File: src/rtl/keypad_emulator.sv
// Keypad emulator: queues host key positions and replays them as timed presses on active-low rows.
// row is registered, 1 cycle from col; pushes while full are dropped (sticky overflow) unless a pop coincides.
module keypad_emulator #(
  parameter int DEPTH       = 8,
  parameter int HOLD_CYCLES = 2_500_000,
  parameter int GAP_CYCLES  = 2_500_000
) (
  input  logic       clk,
  input  logic       rst,
  input  logic       push,
  input  logic [3:0] push_key,
  input  logic       start,
  input  logic       clear,
  input  logic [3:0] col,
  output logic [3:0] row,
  output logic       busy,
  output logic       done,
  output logic       full,
  output logic       empty,
  output logic       overflow
);

  localparam int AW   = $clog2(DEPTH);
  localparam int MAXC = (HOLD_CYCLES > GAP_CYCLES) ? HOLD_CYCLES : GAP_CYCLES;
  localparam int CW   = $clog2(MAXC) + 1;
  localparam logic [CW-1:0] HOLD_LAST = CW'(HOLD_CYCLES - 1);
  localparam logic [CW-1:0] GAP_LAST  = CW'(GAP_CYCLES - 1);
  localparam logic [AW:0]   FULL_CNT  = (AW + 1)'(DEPTH);

  typedef enum logic [1:0] {IDLE, LOAD, PRESS, GAP} state_t;

  state_t          state_q, state_d;
  logic [CW-1:0]   cnt_q, cnt_d;
  logic [3:0]      cur_key_q, cur_key_d;
  logic [AW-1:0]   wr_ptr_q, wr_ptr_d;
  logic [AW-1:0]   rd_ptr_q, rd_ptr_d;
  logic [AW:0]     count_q, count_d;
  logic            full_q, full_d;
  logic            empty_q, empty_d;
  logic            overflow_q, overflow_d;
  logic [3:0]      row_q, row_d;
  logic            busy_q, busy_d;
  logic            done_q, done_d;
  logic            pop, push_ok;
  logic [3:0]      mem_q [DEPTH];

  always_comb begin
    state_d    = state_q;
    cnt_d      = cnt_q;
    cur_key_d  = cur_key_q;
    wr_ptr_d   = wr_ptr_q;
    rd_ptr_d   = rd_ptr_q;
    count_d    = count_q;
    overflow_d = overflow_q;
    done_d     = 1'b0;
    pop        = 1'b0;

    case (state_q)
      IDLE: if (start && !empty_q) state_d = LOAD;
      LOAD: begin
        pop       = !empty_q;
        cur_key_d = mem_q[rd_ptr_q];
        cnt_d     = '0;
        state_d   = PRESS;
      end
      PRESS: begin
        if (cnt_q == HOLD_LAST) begin
          cnt_d   = '0;
          state_d = GAP;
        end else begin
          cnt_d = cnt_q + 1'b1;
        end
      end
      GAP: begin
        if (cnt_q == GAP_LAST) begin
          cnt_d = '0;
          if (!empty_q) begin
            state_d = LOAD;
          end else begin
            state_d = IDLE;
            done_d  = 1'b1;
          end
        end else begin
          cnt_d = cnt_q + 1'b1;
        end
      end
      default: state_d = IDLE;
    endcase

    // A pop in the same cycle frees the slot, so a push into a full FIFO still lands.
    push_ok = push && (!full_q || pop);
    if (push && full_q && !pop) overflow_d = 1'b1;
    if (push_ok) wr_ptr_d = wr_ptr_q + 1'b1;
    if (pop)     rd_ptr_d = rd_ptr_q + 1'b1;
    if (push_ok && !pop)      count_d = count_q + 1'b1;
    else if (!push_ok && pop) count_d = count_q - 1'b1;

    if (clear) begin
      state_d  = IDLE;
      cnt_d    = '0;
      done_d   = 1'b0;
      pop      = 1'b0;
      push_ok  = 1'b0;
      wr_ptr_d = '0;
      rd_ptr_d = '0;
      count_d  = '0;
    end

    full_d  = (count_d == FULL_CNT);
    empty_d = (count_d == '0);
    busy_d  = (state_d != IDLE);

    // Look at next state so the press window lines up exactly with PRESS.
    row_d = 4'hF;
    if (state_d == PRESS && !col[cur_key_d[3:2]]) row_d = ~(4'b0001 << cur_key_d[1:0]);
  end

  always_ff @(posedge clk) begin
    if (rst) begin
      state_q    <= IDLE;
      cnt_q      <= '0;
      cur_key_q  <= '0;
      wr_ptr_q   <= '0;
      rd_ptr_q   <= '0;
      count_q    <= '0;
      full_q     <= 1'b0;
      empty_q    <= 1'b1;
      overflow_q <= 1'b0;
      row_q      <= 4'hF;
      busy_q     <= 1'b0;
      done_q     <= 1'b0;
    end else begin
      state_q    <= state_d;
      cnt_q      <= cnt_d;
      cur_key_q  <= cur_key_d;
      wr_ptr_q   <= wr_ptr_d;
      rd_ptr_q   <= rd_ptr_d;
      count_q    <= count_d;
      full_q     <= full_d;
      empty_q    <= empty_d;
      overflow_q <= overflow_d;
      row_q      <= row_d;
      busy_q     <= busy_d;
      done_q     <= done_d;
    end
  end

  always_ff @(posedge clk) begin
    if (push_ok) mem_q[wr_ptr_q] <= push_key;
  end

  assign row      = row_q;
  assign busy     = busy_q;
  assign done     = done_q;
  assign full     = full_q;
  assign empty    = empty_q;
  assign overflow = overflow_q;

endmodule

File: config.mk
export PLATFORM = sky130hd
export DESIGN_NAME = keypad_emulator
export DESIGN_NICKNAME = d
export VERILOG_FILES = /design/src/rtl/keypad_emulator.sv
export SDC_FILE = /design/constraint.sdc
export NUM_CORES = 1
export LEC_CHECK = 0
export CORE_UTILIZATION = 32
export CTS_CLUSTER_DIAMETER = 150
export DETAILED_ROUTE_END_ITERATION = 16
export REMOVE_ABC_BUFFERS = 1
export SLEW_MARGIN = 20
export SYNTH_ARGS = -nofsm -noshare
export SYNTH_HDL_FRONTEND = slang
export SYNTH_SLANG_ARGS = --single-unit
File: constraint.sdc
create_clock -name clk -period 2.32 [get_ports clk]
set_input_delay 0.232 -clock clk [delete_from_list [all_inputs] [get_ports clk]]
set_output_delay 0.232 -clock clk [all_outputs]
set_load 0.02 [all_outputs]
After elaboration in Yosys (flattened, before gate mapping)
Memory sizes are Yosys's and may differ from the RTL's. A register that Yosys moved wholly into a read port is not among the register bits.
Index checks and enable logic that the tools add are counted.
- output and inout port bits: 9
- word-level logic and storage cells: 72
- flip-flop bits (word level): 48
- input bits: 13
- memory bits (writable): 32
- memories kept: 1
- $lt $le $gt $ge: 1
- shift-type cells: 1
- reduce and logical (&&, ||, !) cells: 21
- bitwise logic cells: 4
- multiplexer cells: 21
- add/subtract/negate cells: 5
- equality and inequality tests: 6
- memory list (name ; words ; width ; read ports ; clocked after memory_dff ; write ports ; line ; source):
    mem_q ; 8 ; 4 ; 1 ; 1 ; 1 ; 45 ; logic [3:0] mem_q [DEPTH];
- operator list (cell ; number):
    case mux 23 bit (2 select lines) ; 1
    adder 23 x 1 -> 23 bit (second input constant) ; 1
    == test 23 x 22 -> 1 bit (second input constant) ; 1
    two-way mux 23 bit ; 1
    two-way mux 4 bit ; 4
    two-way mux 2 bit ; 4
    case mux 2 bit (4 select lines) ; 1
    logical AND 1 bit ; 7
    two-way mux 1 bit ; 7
    adder 3 x 1 -> 3 bit (second input constant) ; 2
    == test 2 bit (second input constant) ; 3
    two-way mux 3 bit ; 2
    OR reduction 2 bit ; 3
    logical NOT 1 bit ; 5
    adder 4 x 1 -> 4 bit (second input constant) ; 1
    == test 4 bit (second input constant) ; 1
    logical NOT 4 bit ; 1
    NOT 4 bit ; 1
    nonzero test 2 bit ; 2
    OR reduction 4 bit ; 1
    left shift 1 x 2 -> 4 bit (first input constant) ; 1
    subtractor 4 x 1 -> 4 bit (second input constant) ; 1
    < comparator 2 x 3 -> 1 bit (second input constant) ; 1
    NOT 1 bit ; 3
    4 further kinds ; 4

Longest topological paths before layout
Gate-level depths: netlist (run 1).
- depth in word-level cells: 10
- mapped depth: 9
- depth with buffers taken out: 8

Least setup slack after synthesis (run 1)
No wires, ideal clock.
- path kind: reg-to-reg
- start point: register state_q[0]
- end point: memory mem_q[4][0], enable pin
- path buffers: 1
- slack: 0.017 ns
- arrival time: 1.926 ns
- stages on the path, launching flop included: 7
- period minus slack after synthesis: 2.303 ns
- data required time: 1.943 ns
- cells stage by stage: dfxtp_1 > or3b_2 > clkbuf_1 > nand2_1 > and2_1 > nand2_1 > nor4_1
- longest elaborated chain between the ends: 7
- ends and longest elaborated chain (item ; line ; source):
    from (decl) ; 32 ; state_t state_q, state_d;
    from (signal assigned) ; 133 ; state_q <= state_d;
    == test 2 x 1 -> 1 bit ; 58 ; case (state_q)
    two-way mux 1 bit ; 58 ;
    logical OR 1 bit ; 91 ; push_ok = push && (!full_q || pop);
    logical AND 1 bit ; 91 ;
    two-way mux 1 bit ; 98 ; if (clear) begin
    two-way mux 1 bit ; 149 ; if (push_ok) mem_q[wr_ptr_q] <= push_key;
    two-way mux 1 bit (not written as such) ; 149 ;
    to (decl) ; 45 ;
Every way passes these cells.

Worst setup path after layout (run 1)
- start point: register cnt_q[9]
- end point: register cnt_q[8]
- longest elaborated chain between the ends: 3
- ends and longest elaborated chain (item ; line ; source):
    from (decl) ; 33 ; logic [CW-1:0] cnt_q, cnt_d;
    from (signal assigned) ; 134 ; cnt_q <= cnt_d;
    == test 23 x 22 -> 1 bit ; 67, 75 ;
    two-way mux 23 bit ; 67, 75 ;
    case mux 23 bit (2 select lines) ; 58 ;
Every way passes these cells.
A chain may end at the register's enable or synchronous reset.

==> results.tsv, run 1 <==
metric	value	unit
yosysWarnings	0	
overflow	0	
setup_violations	0	
cp_data_required_time	2.54	ns
hpwl	5.976	mm
placed_cell_area	0.004424	mm2
setup_ws	0.1227	ns
p_total	3.112	mW
rsz0062_at_grt	false	
track_usage	14.11	%
tightest_slew	0.7430	ns
finalNonFillerCells	568	
syn_avg_cell_area	10.49	um2
wl	8.150	mm
syn_area	0.003775	mm2
final_hold_viol_count	0	
cp.arrival	2.42	ns
die-height	110.6	um
design_area	0.004731	mm2
core	0.01147	mm2
p_per_area	657.9	mW/mm2
dp.cells	552	
cpPeakStageDelay	0.52	ns
htreeDepth	3	
drc	0	
rr_worst_depth	7	
peakVddDrop	0.0003393	V
crit_path_end_kind	flop	
clk_pin_slew_worst_paths	0.06	ns
grt_pass1_wl	13.53	mm
grt_antenna_before_repair	0	
utilization	41.25	%
fin_worst_skew	0.005587	ns
routedWlPerCell	14.35	um
numCtsBuffers	9	
synthArstFlopShare	0	%
via_count	2907	
slowest_stage	or4_4	
viasPerCell	5.118	
drtIter0Drc	195	
p_leak	1.614	nW
synth-edff-count	32	
crit_cells	7	
ys.flop_type	dfxtp_1	
crit_buf_inv	1	
pin_count	22	
first_pass_iters	4	
cts_setup_buffers	0	
ys_seq_area_share	52.50	%
drtAntennaViolNets	0	
cts-root-buf	clkbuf_16	
path_class	flop to flop	
cp_max_fo	12	
place.gp.congestion	0.7939	
place_ws	0.04699	ns
fin_crit	2.197	ns
drv_cap	0	
grt_max_degree	23	
path_cells	or4_1 > or4_4 > nor2_4 > nor2b_2 > buf_4 > o21ai_2 > nor2_1	
status	finished, final reports clean	
row_count	39	
cts_tree	yes	
die_x	110.6	um
syn_inst	360	
nNetsFinal	438	
syn_to_final_growth	25.32	%
antenna_cells	0	
critical-path-top-delay-family	simple AND/OR/NAND/NOR gates	
ys_ff_latch	83	
finalCritPeriodShare	94.71	%
start_util	32.92	%
relSlewSlack	50.28	%
final_common_cell	dfxtp_1	
whs	0.4840	ns
cts_buffer_depth	2	
synth_cell_types	58	
hp-class	flop to flop	
slew_viol_final	0	
r2r_slack	0.12	ns
max_freq	455.1	MHz
hold_depth	2	
io_buffers	21	
grt_pass1_vias	2818	
dieArea	0.01223	mm2
clkSinkCount	83	
mostFrequentLayoutCells	51 x dfxtp_1, 45 x buf_4, 44 x nor2_1	
start_kind	flop	
drive_gt1_share	19.76	%
setup_tns	0	ns
clkLatencyLatePin	0.34	ns
state kept, by name (all words and copies together), names as in the netlist, named ones only:
signal,count
rd_ptr_q,3
wr_ptr_q,3
busy,1
full,1
cnt_q,23
done,1
row,4
count_q,4
mem_q,32
overflow,1
empty,1
state_q,2
cur_key_q,4
logic make-up after synthesis:
| family | after synthesis | synth area share (%) |
|---|---|---|
| multiplexers | 19 | 7.060 |
| flip-flops | 83 | 52.50 |
| buffers and inverters | 22 | 2.552 |
| adder cells (fa/ha/maj) | 5 | 1.657 |
| XOR/XNOR | 13 | 3.016 |
| AND/OR/NAND/NOR | 156 | 21.98 |
| AO/OA/AOI/OAI | 62 | 11.24 |
where the power goes:
| group | internal [mW] | switching [mW] | total (mW) |
|---|---|---|---|
| combinational | 0.0566 | 0.0662 | 0.123 |
| clock | 0.850 | 0.610 | 1.46 |
| sequential | 1.52 | 0.00700 | 1.53 |
cell type report:
| cell class | instances | area [um2] |
|---|---|---|
| Tap cell | 143 | 178.9 |
| Clock inverter | 7 | 78.83 |
| Multi-Input combinational cell | 255 | 1699 |
| Sequential cell | 83 | 1982 |
| Inverter | 5 | 18.77 |
| Clock buffer | 9 | 225.2 |
| Fill cell | 1059 | 6736 |
| Timing Repair Buffer | 66 | 548.0 |
synth_stat cells, drive strengths merged (4+ instances only):
| master | count | share of area [%] |
|---|---|---|
| nand3b | 5 | 0.99 |
| o21ai | 15 | 2.2 |
| inv | 5 | 0.50 |
| xnor2 | 8 | 1.9 |
| a21oi | 16 | 2.4 |
| dfxtp | 51 | 27 |
| ha | 5 | 1.7 |
| nand2b | 6 | 0.99 |
| mux2i | 12 | 3.2 |
| nand2 | 33 | 3.3 |
| edfxtp | 32 | 25 |
| nor2 | 45 | 4.7 |
| nand3 | 15 | 2.0 |
| and3 | 4 | 0.66 |
| nor4 | 5 | 1.2 |
| and4 | 4 | 0.93 |
| buf | 6 | 0.96 |
| a311oi | 10 | 2.3 |
| nor3 | 9 | 1.3 |
| nor2b | 6 | 0.99 |
| xor2 | 5 | 1.2 |
| mux4 | 6 | 3.6 |
| a31oi | 8 | 1.3 |
| clkbuf | 11 | 1.1 |
what timing repair did:
action                                  CTS  global route
endpoints found under the setup margin    0             8
gates resized for setup                   0             1
hold buffers                              0             0
routing by layer:
metal	share of wire, %	vias up	GRT usage (%)	wire (um)
met1	50	1375	18.69	4039
met2	45	69	21.53	3665
met4	1.6	0	6.489	132
li1	-	1453	-	-
met5	0	-	0	0
met3	3.8	10	3.677	313
worst min-delay path: stages (launching register included):
cell,delay [ns]
dfxtp_1,0.31
nand2_1,0.05
a21oi_1,0.07
final timing paths:
kind | startpoint | to
worst min register to register | rd_ptr_q[1] | flop
worst max register to register | cnt_q[9] | cnt_q[8]
worst min-delay path | rd_ptr_q[1] | flop
worst max-delay path | cnt_q[9] | cnt_q[8]
Power figures use the tool's default switching activity.
==> inputs of run 2 (changes only) <==
Settings changed: ABC_AREA from default to 1.
==> run 2 against run 1 <==
Against the previous run: fmax grew 8.6%; clock skew shrank 0.0012 ns; sequential cell count is the same; count of clock-buffer cells in the layout is the same; synthesized cell count grew 50%.
==> results.tsv, run 2 <==
metric	value	unit	change
ys.flop_type	dfxtp_1		
cts_setup_buffers	0		unchanged
cp_data_required_time	2.30	ns	-0.24 ns
syn_area	0.004128	mm2	+9.3%
grt_pass1_wl	15.56	mm	+15%
seq_area	0.001982	mm2	unchanged
hold_buffers	0		unchanged
drtAntennaViolNets	0		unchanged
reg_top3	mem_q x32, cnt_q x23		
cts_buffer_depth	2		unchanged
place.gp.congestion	0.8699		+9.6%
grt_antenna_before_repair	0		unchanged
place_ws	0.2205	ns	+0.1735 ns
htreeDepth	3		unchanged
pin_count	22		unchanged
setup_tns	0	ns	unchanged
drtIter0Drc	193		-1.0%
setup_violations	0		unchanged
hp-class	flop to flop		
yosysTopAreaCellShare	24.73	%	-2.3 points
reg2reg_from	state_q[0]		
synth_common_cells	128 x nand2_1, 72 x inv_1, 63 x nor2_1, 62 x nand3_1, 51 x dfxtp_1		
ctsResizeCount	0		unchanged
fin_crit	2.023	ns	-0.1740 ns
setup_ws	0.2967	ns	+0.1740 ns
drive_gt1_share	9.075	%	-11 points
crit_path_end_kind	flop		
max_freq	494.2	MHz	+8.6%
cts-root-buf	clkbuf_16		
viasPerCell	4.630		-9.5%
rsz0062_at_grt	false		
cp_max_fo	6		-6
synthMostInstantiatedCell	nand2_1		
synth_cell_types	38		-34%
tightest_slew	0.5179	ns	-0.2251 ns
regMostFlops	mem_q		
cp.arrival	2.01	ns	-0.41 ns
hp-start	cnt_q[1]		
start_kind	flop		
sequentialPowerShare	49.1	%	about the same
hpwl	6.813	mm	+14%
ys_ff_latch	83		unchanged
clkSinkCount	83		unchanged
yosysWarnings	0		unchanged
start_util	32.71	%	-0.21 points
slew_viol_final	0		unchanged
grt_max_degree	19		-17%
syn_inst	539		+50%
nFillCells	1290		+22%
syn_avg_cell_area	7.658	um2	-27%
syn_to_final_growth	17.55	%	
synthArstFlopShare	0	%	unchanged
final_common_cell	nand2_1		
synth-edff-count	32		unchanged
row_count	41		+5.1%
track_usage	15.25	%	+1.1 points
yosys-top-cells-area	dfxtp_1 25%, edfxtp_1 23%, nand2_1 12%, nand3_1 7.5%, inv_1 6.5%		
largest_reg_flops	32		unchanged
final_hold_viol_count	0		unchanged
p_total	3.147	mW	+1.1%
pwr-share-comb	5.4	%	+1.5 points
core	0.01262	mm2	+10%
io_buffers	21		unchanged
cts_tree	yes		
peakVddDrop	0.0003275	V	-3.5%
die_x	115.6	um	+4.5%
p_per_area	648.6	mW/mm2	-1.4%
relSlewSlack	65.21	%	+15 points
multi_input_comb_area	0.001788	mm2	+5.2%
fin_worst_skew	0.004340	ns	-0.001248 ns
p_int	2.434	mW	+0.21%
numCtsBuffers	9		unchanged
yosysTopAreaCell	dfxtp_1		
p_switching	0.7127	mW	+4.4%
path_class	flop to flop		
whs	0.4929	ns	+0.008831 ns
wl	9.085	mm	+11%
overflow	0		unchanged
switching_share	22.65	%	+0.70 points
ys_seq_area_share	48.01	%	-4.5 points
cp-startpoint	state_q[0]		
status	finished, final reports clean		
antenna_cells	0		unchanged
first_pass_iters	4		unchanged
clkPwrFrac	45.4	%	-1.5 points
drc	0		unchanged
nNetsFinal	586		+34%
die-height	115.6	um	+4.5%
routedWlPerCell	12.19	um	-15%
p_leak	1.886	nW	+17%
finalCritPeriodShare	87.21	%	-7.5 points
drv_cap	0		unchanged
utilization	38.45	%	-2.8 points
via_count	3449		+19%
clkLatencyLatePin	0.34	ns	about the same
dieArea	0.01336	mm2	+9.2%
clk_pin_slew_worst_paths	0.06	ns	about the same
grt_pass1_vias	3294		+17%
mostFrequentLayoutCells	128 x nand2_1, 72 x inv_1, 63 x nor2_1		
==> run 2: changes by cell type in the layout (fill, tap and decap cells not counted), sizes merged, moves of 7 or more <==
cell    change
buf        -37
nand2     +100
nor3        +9
a31oi       -7
a311oi     -10
mux2i      -12
nand3      +50
nor2       +26
xnor2       -7
inv        +71
a21oi      +11
==> run 2: worst max-delay path, cell delays in order, from the launching register on <==
cell	delay, ns
dfxtp_1	0.44
nand2_4	0.13
inv_2	0.13
nand2_4	0.07
nand2_1	0.06
inv_1	0.05
nor2_2	0.19
nand2_1	0.15
nor3_1	0.43
==> run 2: cell families (layout without fill, tap and decap cells) <==
family | count (synthesis) | count (layout) | synth area share, %
buffers and inverters | 90 | 124 | 8.669
AO/OA/AOI/OAI | 57 | 57 | 7.790
AND/OR/NAND/NOR | 299 | 299 | 32.95
flip-flops | 83 | 83 | 48.01
adder cells (fa/ha/maj) | 5 | 5 | 1.516
XOR/XNOR | 5 | 5 | 1.061
==> run 2: worst paths after layout <==
check                endpoint  slack [ns]  cells past startpoint
setup / recovery  mem_q[6][1]        0.30                      8
hold / removal       cnt_q[1]        0.49                      2
setup reg to reg  mem_q[6][1]        0.30                      8
hold reg to reg      cnt_q[1]        0.49                      2
==> run 2: power by group through the flow <==
stage / combinational (mW) / clock [mW] / sequential [mW]
2_1_floorplan: 0.0890 / 0 / 1.58
3_3_place_gp: 0.172 / 0 / 1.58
3_5_place_dp: 0.173 / 0 / 1.58
4_1_cts: 0.173 / 1.47 / 1.55
5_1_grt: 0.193 / 1.52 / 1.55
6_report: 0.171 / 1.43 / 1.55
==> run 2: cell type report <==
cell class	count	area share [%]
multi-input combinational	366	36.85
clock inverter	7	1.521
tap	172	4.435
timing repair buffer	29	5.570
sequential	83	40.85
clock buffer	9	4.642
inverter	79	6.137
==> run 2: metrics by stage <==
step	instance area (um2)	std cells
finish	4852	745
CTS	4852	745
floorplan	4068	528
detailed placement	4553	729
global placement	4553	729
global route	4852	745
==> run 2: per-layer routing <==
layer,part of all wire (%),track usage [%],vias to the layer above
li1,-,-,1815
met1,46,18.98,1570
met2,48,25.51,55
met3,4.9,4.289,9
met4,1.3,4.848,0
met5,0,0,-
==> inputs of run 3 (changes only) <==
Settings changed: CTS_CLUSTER_SIZE from default to 20.
==> results of run 3 <==
Final layout, timing and power as in run 2 (identical DEF).
